[src/rtl/timer_sequencer_pkg.sv]
// Shared definitions for the timer sequencer: FSM state encoding and the
// command set with its fixed priority (abort > pause > start).
package timer_sequencer_pkg;

  typedef enum logic [1:0] {
    ST_IDLE   = 2'b00,
    ST_RUN    = 2'b01,
    ST_PAUSED = 2'b10
  } state_t;

  typedef enum logic [1:0] {
    CMD_NONE  = 2'b00,
    CMD_START = 2'b01,
    CMD_PAUSE = 2'b10,
    CMD_ABORT = 2'b11
  } cmd_t;

  // Collapse the raw request lines into the single winning command.
  function automatic cmd_t pick_cmd(input logic abort_req,
                                    input logic pause_req,
                                    input logic start_req);
    if (abort_req)      return CMD_ABORT;
    else if (pause_req) return CMD_PAUSE;
    else if (start_req) return CMD_START;
    else                return CMD_NONE;
  endfunction

endpackage

[src/rtl/timer_sequencer_prescale_tick.sv]
// Prescaler: counts active cycles and fires a tick when the count reaches
// the limit, after which it restarts from zero.
module timer_sequencer_prescale_tick #(
  parameter int P = 8
) (
  input  logic         clk,
  input  logic         reset_n,
  input  logic         run,
  input  logic         clear,
  input  logic [P-1:0] limit,
  output logic         tick
);

  logic [P-1:0] cnt_reg;

  assign tick = run && (cnt_reg == limit);

  always_ff @(posedge clk or negedge reset_n) begin
    if (!reset_n) begin
      cnt_reg <= '0;
    end else if (clear) begin
      cnt_reg <= '0;
    end else if (run) begin
      cnt_reg <= tick ? '0 : cnt_reg + P'(1);
    end
  end

endmodule

[src/rtl/timer_sequencer.sv]
// Programmable timer: start/pause/resume/abort control around a prescaled
// N-bit up-counter with one-shot or periodic terminal-count handling.
module timer_sequencer
  import timer_sequencer_pkg::*;
#(
  parameter int N = 4,
  parameter int P = 8
) (
  input  logic         clk,
  input  logic         reset_n,
  input  logic         start,
  input  logic         pause,
  input  logic         abort,
  input  logic         periodic,
  input  logic [P-1:0] prescale,
  input  logic [N-1:0] terminal,
  output logic [N-1:0] count,
  output logic         busy,
  output logic         paused,
  output logic         done
);

  state_t       state_reg, state_next;
  logic [N-1:0] count_reg, count_next;
  logic         done_reg, done_next;
  logic         busy_reg, paused_reg;
  logic [P-1:0] prescale_reg;
  logic [N-1:0] terminal_reg;
  logic         periodic_reg;
  cmd_t         cmd;
  logic         launch;
  logic         pre_run, pre_clear, tick;

  // Pause only means something while running; elsewhere it must not mask start.
  assign cmd       = pick_cmd(abort, pause && (state_reg == ST_RUN), start);
  assign launch    = (state_reg == ST_IDLE) && (cmd == CMD_START);
  assign pre_run   = (state_reg == ST_RUN) && (cmd != CMD_ABORT) && (cmd != CMD_PAUSE);
  assign pre_clear = (cmd == CMD_ABORT) || launch;

  timer_sequencer_prescale_tick #(.P(P)) u_prescale_tick (
    .clk     (clk),
    .reset_n (reset_n),
    .run     (pre_run),
    .clear   (pre_clear),
    .limit   (prescale_reg),
    .tick    (tick)
  );

  always_comb begin
    state_next = state_reg;
    count_next = count_reg;
    done_next  = 1'b0;
    if (cmd == CMD_ABORT) begin
      state_next = ST_IDLE;
      count_next = '0;
    end else begin
      unique case (state_reg)
        ST_IDLE: begin
          if (cmd == CMD_START) begin
            state_next = ST_RUN;
            count_next = '0;
          end
        end
        ST_RUN: begin
          if (cmd == CMD_PAUSE) begin
            state_next = ST_PAUSED;
          end else if (tick) begin
            if (count_reg == terminal_reg) begin
              count_next = '0;
              done_next  = 1'b1;
              if (!periodic_reg) state_next = ST_IDLE;
            end else begin
              count_next = count_reg + N'(1);
            end
          end
        end
        ST_PAUSED: begin
          if (cmd == CMD_START) state_next = ST_RUN;
        end
        default: state_next = ST_IDLE;
      endcase
    end
  end

  always_ff @(posedge clk or negedge reset_n) begin
    if (!reset_n) begin
      state_reg    <= ST_IDLE;
      count_reg    <= '0;
      done_reg     <= 1'b0;
      busy_reg     <= 1'b0;
      paused_reg   <= 1'b0;
      prescale_reg <= '0;
      terminal_reg <= '0;
      periodic_reg <= 1'b0;
    end else begin
      state_reg  <= state_next;
      count_reg  <= count_next;
      done_reg   <= done_next;
      busy_reg   <= (state_next != ST_IDLE);
      paused_reg <= (state_next == ST_PAUSED);
      if (launch) begin
        prescale_reg <= prescale;
        terminal_reg <= terminal;
        periodic_reg <= periodic;
      end
    end
  end

  assign count  = count_reg;
  assign busy   = busy_reg;
  assign paused = paused_reg;
  assign done   = done_reg;

endmodule

[config.mk]
export PLATFORM = sky130hd
export DESIGN_NAME = timer_sequencer
export DESIGN_NICKNAME = d
export VERILOG_FILES = /design/src/rtl/timer_sequencer_pkg.sv /design/src/rtl/timer_sequencer_prescale_tick.sv /design/src/rtl/timer_sequencer.sv
export SDC_FILE = /design/constraint.sdc
export NUM_CORES = 1
export LEC_CHECK = 0
export CAP_MARGIN = 20
export CELL_PAD_IN_SITES_DETAIL_PLACEMENT = 0
export CELL_PAD_IN_SITES_GLOBAL_PLACEMENT = 2
export CORE_MARGIN = 4
export CORE_UTILIZATION = 25
export DETAILED_ROUTE_END_ITERATION = 8
export GPL_ROUTABILITY_DRIVEN = 1
export GPL_TIMING_DRIVEN = 0
export PLACE_DENSITY_LB_ADDON = 0.1
export SLEW_MARGIN = 20
export SYNTH_ARGS = -nofsm -noshare
export SYNTH_HDL_FRONTEND = slang
export SYNTH_SLANG_ARGS = --single-unit
[constraint.sdc]
create_clock -name clk -period 1.8 [get_ports clk]
set_clock_uncertainty 0.2 [all_clocks]
set_input_delay 0.36 -clock clk [delete_from_list [all_inputs] [get_ports clk]]
set_output_delay 0.36 -clock clk [all_outputs]
set_load 0.005 [all_outputs]
After elaboration in Yosys (flattened, before gate mapping)
Cells that the tools add are included.
W data, S select, Z words.
- register bits after elaboration: 30
- input port bits: 18
- output and inout port bits: 7
- $add $sub $neg: 2
- eq/ne operators: 13
- multiplexer cells: 24
- reductions and logical operators: 12
- operators with widths (kind ; count):
    $mux W8 ; 3
    $mux W4 ; 5
    $mux W2 ; 8
    $add A8 B1 Y8 const B ; 1
    $eq A2 B2 Y1 const B ; 4
    $eq A8 B8 Y1 ; 1
    $pmux W4 S2 ; 1
    $mux W1 ; 6
    $ne A3 B1 Y1 const B ; 2
    $logic_and A1 B1 Y1 ; 5
    $add A4 B1 Y4 const B ; 1
    $eq A2 B1 Y1 const B ; 2
    $eq A4 B4 Y1 ; 1
    $ne A2 B2 Y1 const B ; 2
    $pmux W2 S2 ; 1
    $reduce_and A4 Y1 ; 1
    $reduce_bool A2 Y1 ; 2
    $ne A3 B3 Y1 const B ; 1
    $reduce_bool A3 Y1 ; 1
    $logic_not A2 Y1 ; 1
    $reduce_or A2 Y1 ; 1
    $logic_or A1 B1 Y1 ; 1

Depth between registers and ports, before layout
Gate-level depths: netlist (run 1).
- depth after elaboration: 13
- gate-level depth with buffers: 6

Modules after synthesis
Synthesis (run 1) repeated with hierarchy kept, for this count alone.
- cell total of the unflattened synthesis: 133
- area total of the unflattened synthesis: 1555.2 um^2
- by module, submodules not included (module ; times used ; cells each ; area an instance (um^2) ; seq. area each (um^2)):
    timer_sequencer ; 1 ; 81 ; 1022.2 ; 550.5
    timer_sequencer_prescale_tick ; 1 ; 52 ; 533.0 ; 200.2

Least setup slack after synthesis (run 1)
No wires, ideal clock.
- path kind: reg2reg
- start point: register u_prescale_tick.cnt_reg[2]
- end point: register busy_reg, in the netlist busy
- arrival: 1509 ps
- required time: 1469 ps
- path slack: -40 ps
- cell stages (with the launch flop): 6
- path buffers: 0
- cell sequence: dfrtp_1 xor2_1 nor4_4 and4_4 a21oi_2 or3_1
- longest elaborated chain between the ends: 7
- ends and longest elaborated chain (element ; line ; text):
    from (decl) ; timer_sequencer_prescale_tick.sv:14 ; logic [P-1:0] cnt_reg;
    from (signal assigned) ; timer_sequencer_prescale_tick.sv:24 ; cnt_reg <= tick ? '0 : cnt_reg + P'(1);
    $eq A8 B8 Y1 ; timer_sequencer_prescale_tick.sv:16 ; assign tick = run && (cnt_reg == limit);
    $logic_and A1 B1 Y1 ; timer_sequencer_prescale_tick.sv:16 ;
    $mux W2 ; timer_sequencer.sv:67 ; end else if (tick) begin
    $mux W2 ; timer_sequencer.sv:65 ; if (cmd == CMD_PAUSE) begin
    $pmux W2 S2 ; timer_sequencer.sv:57 ; unique case (state_reg)
    $mux W2 ; timer_sequencer.sv:53 ; if (cmd == CMD_ABORT) begin
    $reduce_bool A2 Y1 ; timer_sequencer.sv:99 ; busy_reg <= (state_next != ST_IDLE);
    to (signal assigned) ; timer_sequencer.sv:99 ;
    to (decl) ; timer_sequencer.sv:26 ; logic busy_reg, paused_reg;
No other way between the ends.
A chain may end at the register's enable or synchronous reset.

Worst setup path in the final report (run 1)
- start point: register u_prescale_tick.cnt_reg[0]
- end point: register busy_reg, in the netlist busy
The elaborated chain is that of the path after synthesis.

==> impl_metrics.json, run 1 <==
{
  "outcome": "complete, but fails checks",
  "violations": "setup timing",
  "core_area_sq_um": 5680,
  "fin_total_pwr_mw": 1.65,
  "synth_nets": 152,
  "hp-start": "prescale_reg[1]",
  "cts_buffers": 5,
  "avgSynthCellArea_sq_um": 11.4,
  "max-slew-margin-rel_pct": 60.7,
  "grt_pass1_wl_microns": 6000,
  "route.detailed.drc": 0,
  "die_y_microns": 85.6,
  "dpl.hpwl_microns": 2530,
  "rsz0062_at_grt": "true",
  "post_dp_cell_area_sq_um": 1860,
  "clock_latency_ps": 280,
  "htreeDepth": 2,
  "yosys_register_bits": 30,
  "switching_share_pct": 27.3,
  "placementRows": 27,
  "power.switching_mw": 0.451,
  "powerDensity_nw_per_um2": 782,
  "clkPwrFrac_pct": 31.0,
  "antennaDiodeCount": 0,
  "combPwrFrac_pct": 20.5,
  "cts_tree": "built",
  "r2r_cells": 5,
  "synth_cell_type_count": 35,
  "crit_path_max_fanout": 4,
  "clockBufferDepth": 2,
  "syn_area_sq_um": 1510,
  "timing.rr.end": "busy",
  "wl_per_cell_microns": 14.1,
  "power_leakage_nw": 0.925,
  "cp.arrival_ps": 1930,
  "fmax_mhz": 506,
  "slew_violations": 0,
  "finalHoldViolCount": 0,
  "ys.warnings.count": 0,
  "layout_common_cells": "27 x dfrtp_1, 20 x clkdlybuf4s50_1, 15 x xor2_1, 14 x buf_4, 12 x mux2_2",
  "rrSetupSlack_ps": -180,
  "syn_inst": 132,
  "ys_seq_area_share_pct": 49.9,
  "antenna_found_initial": 0,
  "finalWeightedCongestion": 0.726,
  "initial_core_util_pct": 26.5,
  "worstHoldPathType": "register to register",
  "grt_max_degree": 17,
  "routed-via-count": 1161,
  "overflow": 0,
  "ir_drop_mv": 0.381,
  "setup_viol": 13,
  "dieArea_sq_um": 7330,
  "cp-end-kind": "register",
  "final_common_cell": "dfrtp_1",
  "worstHoldEndpoint": "prescale_reg[1]",
  "grt_pass1_vias": 1145,
  "grt_use_total_pct": 10.6,
  "worstHoldPathCells": 1,
  "crit_required_ps": 1760,
  "dr.pass1.iters": 4,
  "cts_root_buf": "clkbuf_8",
  "clkTransAtPathRegs_ps": 60,
  "start_kind": "register",
  "drtIter0Drc": 88,
  "postRouteAntennaNets": 0,
  "crit_type": "register to register",
  "cts.sinks": 30,
  "design_area_sq_um": 2110,
  "period_needed_ps": 1980,
  "worst_pin_slew_ps": 585,
  "drive_above_1_share_pct": 31.5,
  "die_width_microns": 85.6,
  "p_int_mw": 1.20,
  "wl_microns": 3560,
  "syn2layout_area_growth_pct": 40.1,
  "fin_ws_ps": -178,
  "min_period_over_period_pct": 110,
  "viasPerCell": 4.59,
  "ios": 25,
  "finalNetCount": 201,
  "maxCapViolCount": 0,
  "port_buffers": 24,
  "worstReg2RegStart": "u_prescale_tick.cnt_reg[0]",
  "seq_power_share_pct": 48.5
}
==> stage by stage <==
stage                     std cells  worst slack (ps)  util (%)  setup TNS (ps)  hold slack (ps)
after floorplan                 132             -28.3         -           -28.3             -136
after global placement          228              -688      32.3          -26250              318
after detailed placement        229              -729      32.7          -12070              110
after CTS                       251              -153      36.6            -600              334
after global routing            253              -265      37.1           -2050              347
final                           253              -178      37.1            -999              329
==> routing by layer <==
layer | global-route usage [%] | wire length [microns] | vias up
met1 | 14.7 | 1750 | 566
met2 | 15.7 | 1590 | 30
met3 | 3.07 | 154 | 5
met5 | 0 | 0 | -
li1 | - | - | 560
met4 | 3.88 | 56 | 0
==> synth_stat cells <==
cell | instances | area (sq um)
a211o_1 | 1 | 8.76
a21boi_0 | 2 | 15.0
a21o_1 | 1 | 7.51
a21oi_1 | 5 | 25.0
a21oi_2 | 1 | 8.76
a31o_2 | 1 | 8.76
and3_1 | 1 | 6.26
and3_2 | 1 | 7.51
and4_4 | 1 | 11.3
buf_2 | 1 | 5.00
buf_4 | 1 | 7.51
clkbuf_1 | 1 | 3.75
dfrtp_1 | 30 | 751
ha_1 | 2 | 25.0
inv_1 | 5 | 18.8
mux2_2 | 12 | 135
mux2i_1 | 1 | 10.0
nand2_1 | 9 | 33.8
nand2b_1 | 4 | 25.0
nand3_1 | 5 | 25.0
nand3b_1 | 1 | 7.51
nor2_1 | 9 | 33.8
nor3_1 | 1 | 5.00
nor3_2 | 2 | 20.0
nor4_1 | 1 | 6.26
nor4_4 | 3 | 63.8
o2111ai_1 | 2 | 17.5
o21ai_0 | 5 | 25.0
o21bai_1 | 1 | 7.51
o22ai_1 | 2 | 12.5
o31ai_1 | 1 | 7.51
or2_2 | 1 | 6.26
or3_1 | 1 | 6.26
or3_2 | 1 | 7.51
xor2_1 | 16 | 140
==> critical path: stages, from the launching register on <==
cell and delay [ps]:
dfrtp_2 440, xor2_2 160, nor4_4 350, and4_4 290
a21oi_2 60, or3_1 350
==> cell type report <==
cell class,count,area (sq um)
inverters,5,18.8
well taps,72,90.1
plain buffers,3,27.5
repair buffers,42,390
fillers,588,3570
multi-input cells,94,751
flip-flops and latches,30,754
clock buffers,7,76.3
==> power groups by stage <==
stage | Sequential (mW) | Combinational [mW] | Clock (mW)
global route | 0.811 | 0.369 | 0.563
CTS | 0.800 | 0.337 | 0.532
finish | 0.800 | 0.338 | 0.511
global placement | 0.811 | 0.291 | 0
floorplan | 0.798 | 0.199 | 0
detailed placement | 0.812 | 0.301 | 0
==> timing repair <==
action | CTS | global route
gates resized for setup | 14 | 5
setup buffers | 13 | 2
pin swaps | 5 | 5
setup endpoints to repair | 28 | 20
hold buffers | 1 | 0
cloned | 1 | 0
endpoints found under the hold margin | 14 | 0
==> logic make-up after synthesis <==
family                     synth area share [%]
buffers and inverters                      2.33
and+or+nand+nor                            17.6
muxes                                      9.64
adders and majority gates                  1.66
xor gates and xnor gates                   9.31
AOI/OAI and AO/OA                          9.56
DFF                                        49.9
==> worst max-delay path by stage <==
stage                          startpoint  slack (ps)  depth (start not counted)              end
6_report       u_prescale_tick.cnt_reg[0]        -180                          5             busy
5_1_grt        u_prescale_tick.cnt_reg[0]        -270                          5             busy
4_1_cts                   prescale_reg[5]        -150                          5             busy
3_5_place_dp                        start        -730                          5  prescale_reg[0]
3_3_place_gp                        start        -690                          5  terminal_reg[1]
2_1_floorplan  u_prescale_tick.cnt_reg[5]         -30                          5             busy
Note: power is estimated with default switching activity, not from simulation.
==> inputs of run 2 (changes only) <==
- GPL_TIMING_DRIVEN: 0 -> not set
- clock period: 1.8 -> 1.7 ns (I/O delays scaled with it)
==> impl_metrics.json, run 2 (synthesized netlist as in run 1, its figures left out) <==
{
  "violations": "setup timing",
  "drtIter0Drc": 67,
  "viasPerCell": 4.44,
  "outcome": "complete, but fails checks",
  "crit_cells": 5,
  "wl_per_cell_microns": 13.8,
  "htreeDepth": 2,
  "antenna_found_initial": 0,
  "ir_drop_mv": 0.478,
  "cts_buffers": 5,
  "dpl.cell_count": 252,
  "crit_path_max_fanout": 2,
  "min_period_over_period_pct": 115,
  "cts_root_buf": "clkbuf_8",
  "worst_pin_slew_ps": 333,
  "postRouteAntennaNets": 0,
  "powerDensity_nw_per_um2": 800,
  "grt_max_degree": 31,
  "ios": 25,
  "port_buffers": 24,
  "crit_family": "simple AND/OR/NAND/NOR gates",
  "worstSetupStartpoint": "prescale_reg[6]",
  "layoutNonFillerInstCount": 264,
  "power_leakage_nw": 1.00,
  "dr.pass1.iters": 4,
  "dieArea_sq_um": 7330,
  "wl_microns": 3660,
  "finalWeightedCongestion": 0.726,
  "cp-end-kind": "register",
  "overflow": 0,
  "grt_pass1_vias": 1214,
  "rsz0062_at_grt": "true",
  "route.detailed.drc": 0,
  "pre_cts_slack_ps": -455,
  "cts.sinks": 30,
  "crit_type": "register to register",
  "worst-path-buf-inv": 0,
  "start_kind": "register",
  "crit_chain": "xor2_2 -> nor4_4 -> and4_4 -> a21oi_2 -> or3_1",
  "grt_pass1_wl_microns": 5950,
  "max-slew-margin-rel_pct": 77.7,
  "placementRows": 27,
  "antennaDiodeCount": 0,
  "fin_total_pwr_mw": 1.80,
  "maxCapViolCount": 0,
  "hold_slack_ps": 215,
  "post_dp_cell_area_sq_um": 2050,
  "finalHoldViolCount": 0,
  "routed-via-count": 1173,
  "cp.arrival_ps": 1920,
  "grt_use_total_pct": 10.5,
  "clkTransAtPathRegs_ps": 70,
  "finalNetCount": 212,
  "r2r_cells": 5,
  "fmax_mhz": 510,
  "rrSetupSlack_ps": -260,
  "syn2layout_area_growth_pct": 49.3,
  "crit_required_ps": 1660,
  "hold_buffers": 0,
  "worstReg2RegStart": "prescale_reg[6]",
  "cp-endpoint": "busy",
  "period_needed_ps": 1960,
  "final_common_cell": "dfrtp_1",
  "worstHoldPathType": "input pin to async pin",
  "tns_ps": -2180,
  "die_width_microns": 85.6,
  "die_y_microns": 85.6,
  "clock_latency_ps": 280,
  "dpl.hpwl_microns": 2560,
  "slew_violations": 0,
  "design_area_sq_um": 2250,
  "layout_common_cells": "30 x dfrtp_1, 26 x buf_4, 18 x clkdlybuf4s50_1, 12 x mux2_2, 10 x xor2_1",
  "fin_ws_ps": -259,
  "drive_above_1_share_pct": 38.0,
  "timing.rr.end": "busy",
  "cts_tree": "built",
  "initial_core_util_pct": 26.5,
  "fill_cells": 573,
  "setup_viol": 13,
  "slowest_stage": "dfrtp_1",
  "clockBufferDepth": 2,
  "cpPeakStageDelay_ps": 410,
  "core_area_sq_um": 5680,
  "final_util_pct": 39.6
}
==> run 2: where the power goes <==
group          total [mW]  leakage [nW]  switching (mW)  internal (mW)
combinational       0.394         0.577           0.175          0.219
sequential          0.853         0.388          0.0619          0.791
clock               0.551        0.0383           0.269          0.282
total                1.80          1.00           0.505           1.29
==> run 2: repair_timing <==
action	CTS	global route
setup buffers	1	4
cloned	1	1
gates resized for setup	10	17
setup endpoints to repair	29	26
pin swaps	1	8
==> run 2: cell type report <==
cell class	instances	area, sq um	share of cell area [%]
sequential	30	751	33.4
tap	72	90.1	4.01
inverter	5	18.8	0.835
multi-input combinational	95	818	36.4
timing repair buffer	55	493	21.9
clock buffer	7	76.3	3.40
==> run 2: how the worst min path moves through the flow <==
stage / cells past startpoint / from / to
final: 2 / reset_n / state_reg[1]
after global routing: 2 / reset_n / paused
after CTS: 2 / reset_n / paused
after detailed placement: 1 / terminal_reg[1] / terminal_reg[1]
after global placement: 1 / prescale_reg[6] / prescale_reg[6]
after floorplan: 0 / reset_n / busy
==> run 2: per-layer routing <==
layer | global-route usage (%) | share of wire (%) | wire, microns
met5 | 0 | 0 | 0
met4 | 3.88 | 1.5 | 54
met3 | 3.46 | 4.5 | 165
met2 | 15.5 | 44 | 1610
met1 | 14.3 | 50 | 1830
==> inputs of run 3 (changes only) <==
- CTS_BUF_LIST: not set -> sky130_fd_sc_hd__clkbuf_8
==> impl_metrics.json, run 3 (synthesized netlist as in run 1, its figures left out) <==
{
  "outcome": "complete, but fails checks",
  "violations": "setup timing",
  "final_util_pct": 39.6,
  "combPwrFrac_pct": 22.1,
  "overflow": 0,
  "htreeDepth": 2,
  "grt_pass1_wl_microns": 5950,
  "grt_use_total_pct": 10.5,
  "clkPwrFrac_pct": 30.0,
  "crit_chain": "xor2_2 -> nor4_4 -> and4_4 -> a21oi_2 -> or3_1",
  "grt_pass1_vias": 1214,
  "fin_ws_ps": -254,
  "wl_per_cell_microns": 13.8,
  "cts_buffers": 5,
  "cpPeakStageDelay_ps": 400,
  "clock_latency_ps": 280,
  "min_period_over_period_pct": 115,
  "route.detailed.drc": 0,
  "pre_cts_slack_ps": -455,
  "antennaDiodeCount": 0,
  "hold_slack_ps": 216,
  "slowest_stage": "dfrtp_1",
  "drtIter0Drc": 51,
  "cp-end-kind": "register",
  "power.switching_mw": 0.501,
  "fin_total_pwr_mw": 1.78,
  "rrSetupSlack_ps": -250,
  "finalWeightedCongestion": 0.726,
  "cts_root_buf": "clkbuf_8",
  "timing.rr.end": "busy",
  "cp.arrival_ps": 1910,
  "power_leakage_nw": 1.01,
  "cts_tree": "built",
  "grt_max_degree": 31,
  "dr.pass1.iters": 4,
  "routed-via-count": 1168,
  "wl_microns": 3650,
  "clkTransAtPathRegs_ps": 70,
  "period_needed_ps": 1950,
  "rsz0062_at_grt": "true",
  "max-slew-margin-rel_pct": 77.7,
  "crit_required_ps": 1660,
  "cts.sinks": 30,
  "slew_violations": 0,
  "fmax_mhz": 512,
  "finalHoldViolCount": 0,
  "setup_viol": 13,
  "port_buffers": 24,
  "clockBufferDepth": 2,
  "die_y_microns": 85.6,
  "worstSetupStartpoint": "prescale_reg[6]",
  "finalNetCount": 212,
  "viasPerCell": 4.42,
  "drive_above_1_share_pct": 38.0,
  "final_common_cell": "dfrtp_1",
  "syn2layout_area_growth_pct": 49.3,
  "postRouteAntennaNets": 0,
  "worst_pin_slew_ps": 333,
  "r2r_cells": 5,
  "worstReg2RegStart": "prescale_reg[6]",
  "worstHoldPathType": "input pin to async pin",
  "core_area_sq_um": 5680,
  "powerDensity_nw_per_um2": 792,
  "dieArea_sq_um": 7330,
  "fill_cells": 573,
  "antenna_found_initial": 0,
  "placementRows": 27,
  "initial_core_util_pct": 26.5,
  "dpl.hpwl_microns": 2560,
  "switching_share_pct": 28.1,
  "start_kind": "register",
  "ios": 25,
  "crit_type": "register to register",
  "crit_path_max_fanout": 2,
  "p_int_mw": 1.28,
  "die_width_microns": 85.6,
  "layout_common_cells": "30 x dfrtp_1, 26 x buf_4, 18 x clkdlybuf4s50_1, 12 x mux2_2, 10 x xor2_1",
  "seq_power_share_pct": 47.9,
  "maxCapViolCount": 0,
  "ir_drop_mv": 0.478
}
[run 3: what timing repair did]
item                                    4_1_cts  5_1_grt
pin swaps                                     1        8
gates resized for setup                      10       17
gates cloned                                  1        1
endpoints found under the setup margin       29       26
buffers inserted                              1        4
hold buffers                                  0        0
[run 3: critical path, delay by kind of cell (launching register included)]
| family | cells | cell delay [ps] |
|---|---|---|
| AO/OA/AOI/OAI | 1 | 60 |
| AND/OR/NAND/NOR | 3 | 970 |
| XOR/XNOR | 1 | 200 |
| flip-flops | 1 | 400 |
[run 3: worst max path at each step]
stage | to | depth (start not counted)
detailed placement | u_prescale_tick.cnt_reg[4] | 6
finish | busy | 5
global placement | u_prescale_tick.cnt_reg[4] | 6
global route | count[1] | 7
floorplan | busy | 5
CTS | busy | 5
[run 3: power by group through the flow]
stage	sequential [mW]	combinational, mW	clock, mW
4_1_cts	0.842	0.374	0.560
2_1_floorplan	0.846	0.214	0
3_5_place_dp	0.856	0.360	0
6_report	0.853	0.394	0.534
5_1_grt	0.863	0.434	0.580
3_3_place_gp	0.854	0.356	0
[run 3: cell type report]
cell class | count | area, sq um | share of cell area, %
Tap cell | 72 | 90.1 | 4.01
Inverter | 5 | 18.8 | 0.835
Timing Repair Buffer | 55 | 493 | 21.9
Clock buffer | 5 | 68.8 | 3.06
Multi-Input combinational cell | 95 | 818 | 36.4
Clock inverter | 2 | 7.51 | 0.334
Sequential cell | 30 | 751 | 33.4
[run 3: metal layers]
metal | global-route usage [%] | wire length, microns | vias up
met2 | 15.5 | 1620 | 30
li1 | - | - | 577
met3 | 3.46 | 168 | 4
met4 | 3.88 | 40 | 0
met1 | 14.3 | 1820 | 557
met5 | 0 | 0 | -
[run 3: per-stage QoR]
stage               std cells  TNS (ps)  area [sq um]
floorplan                 132      -235          1520
global placement          252     -8760          2050
detailed placement        252     -8950          2050
CTS                       261     -2200          2170
global route              264     -2910          2250
finish                    264     -2130          2250
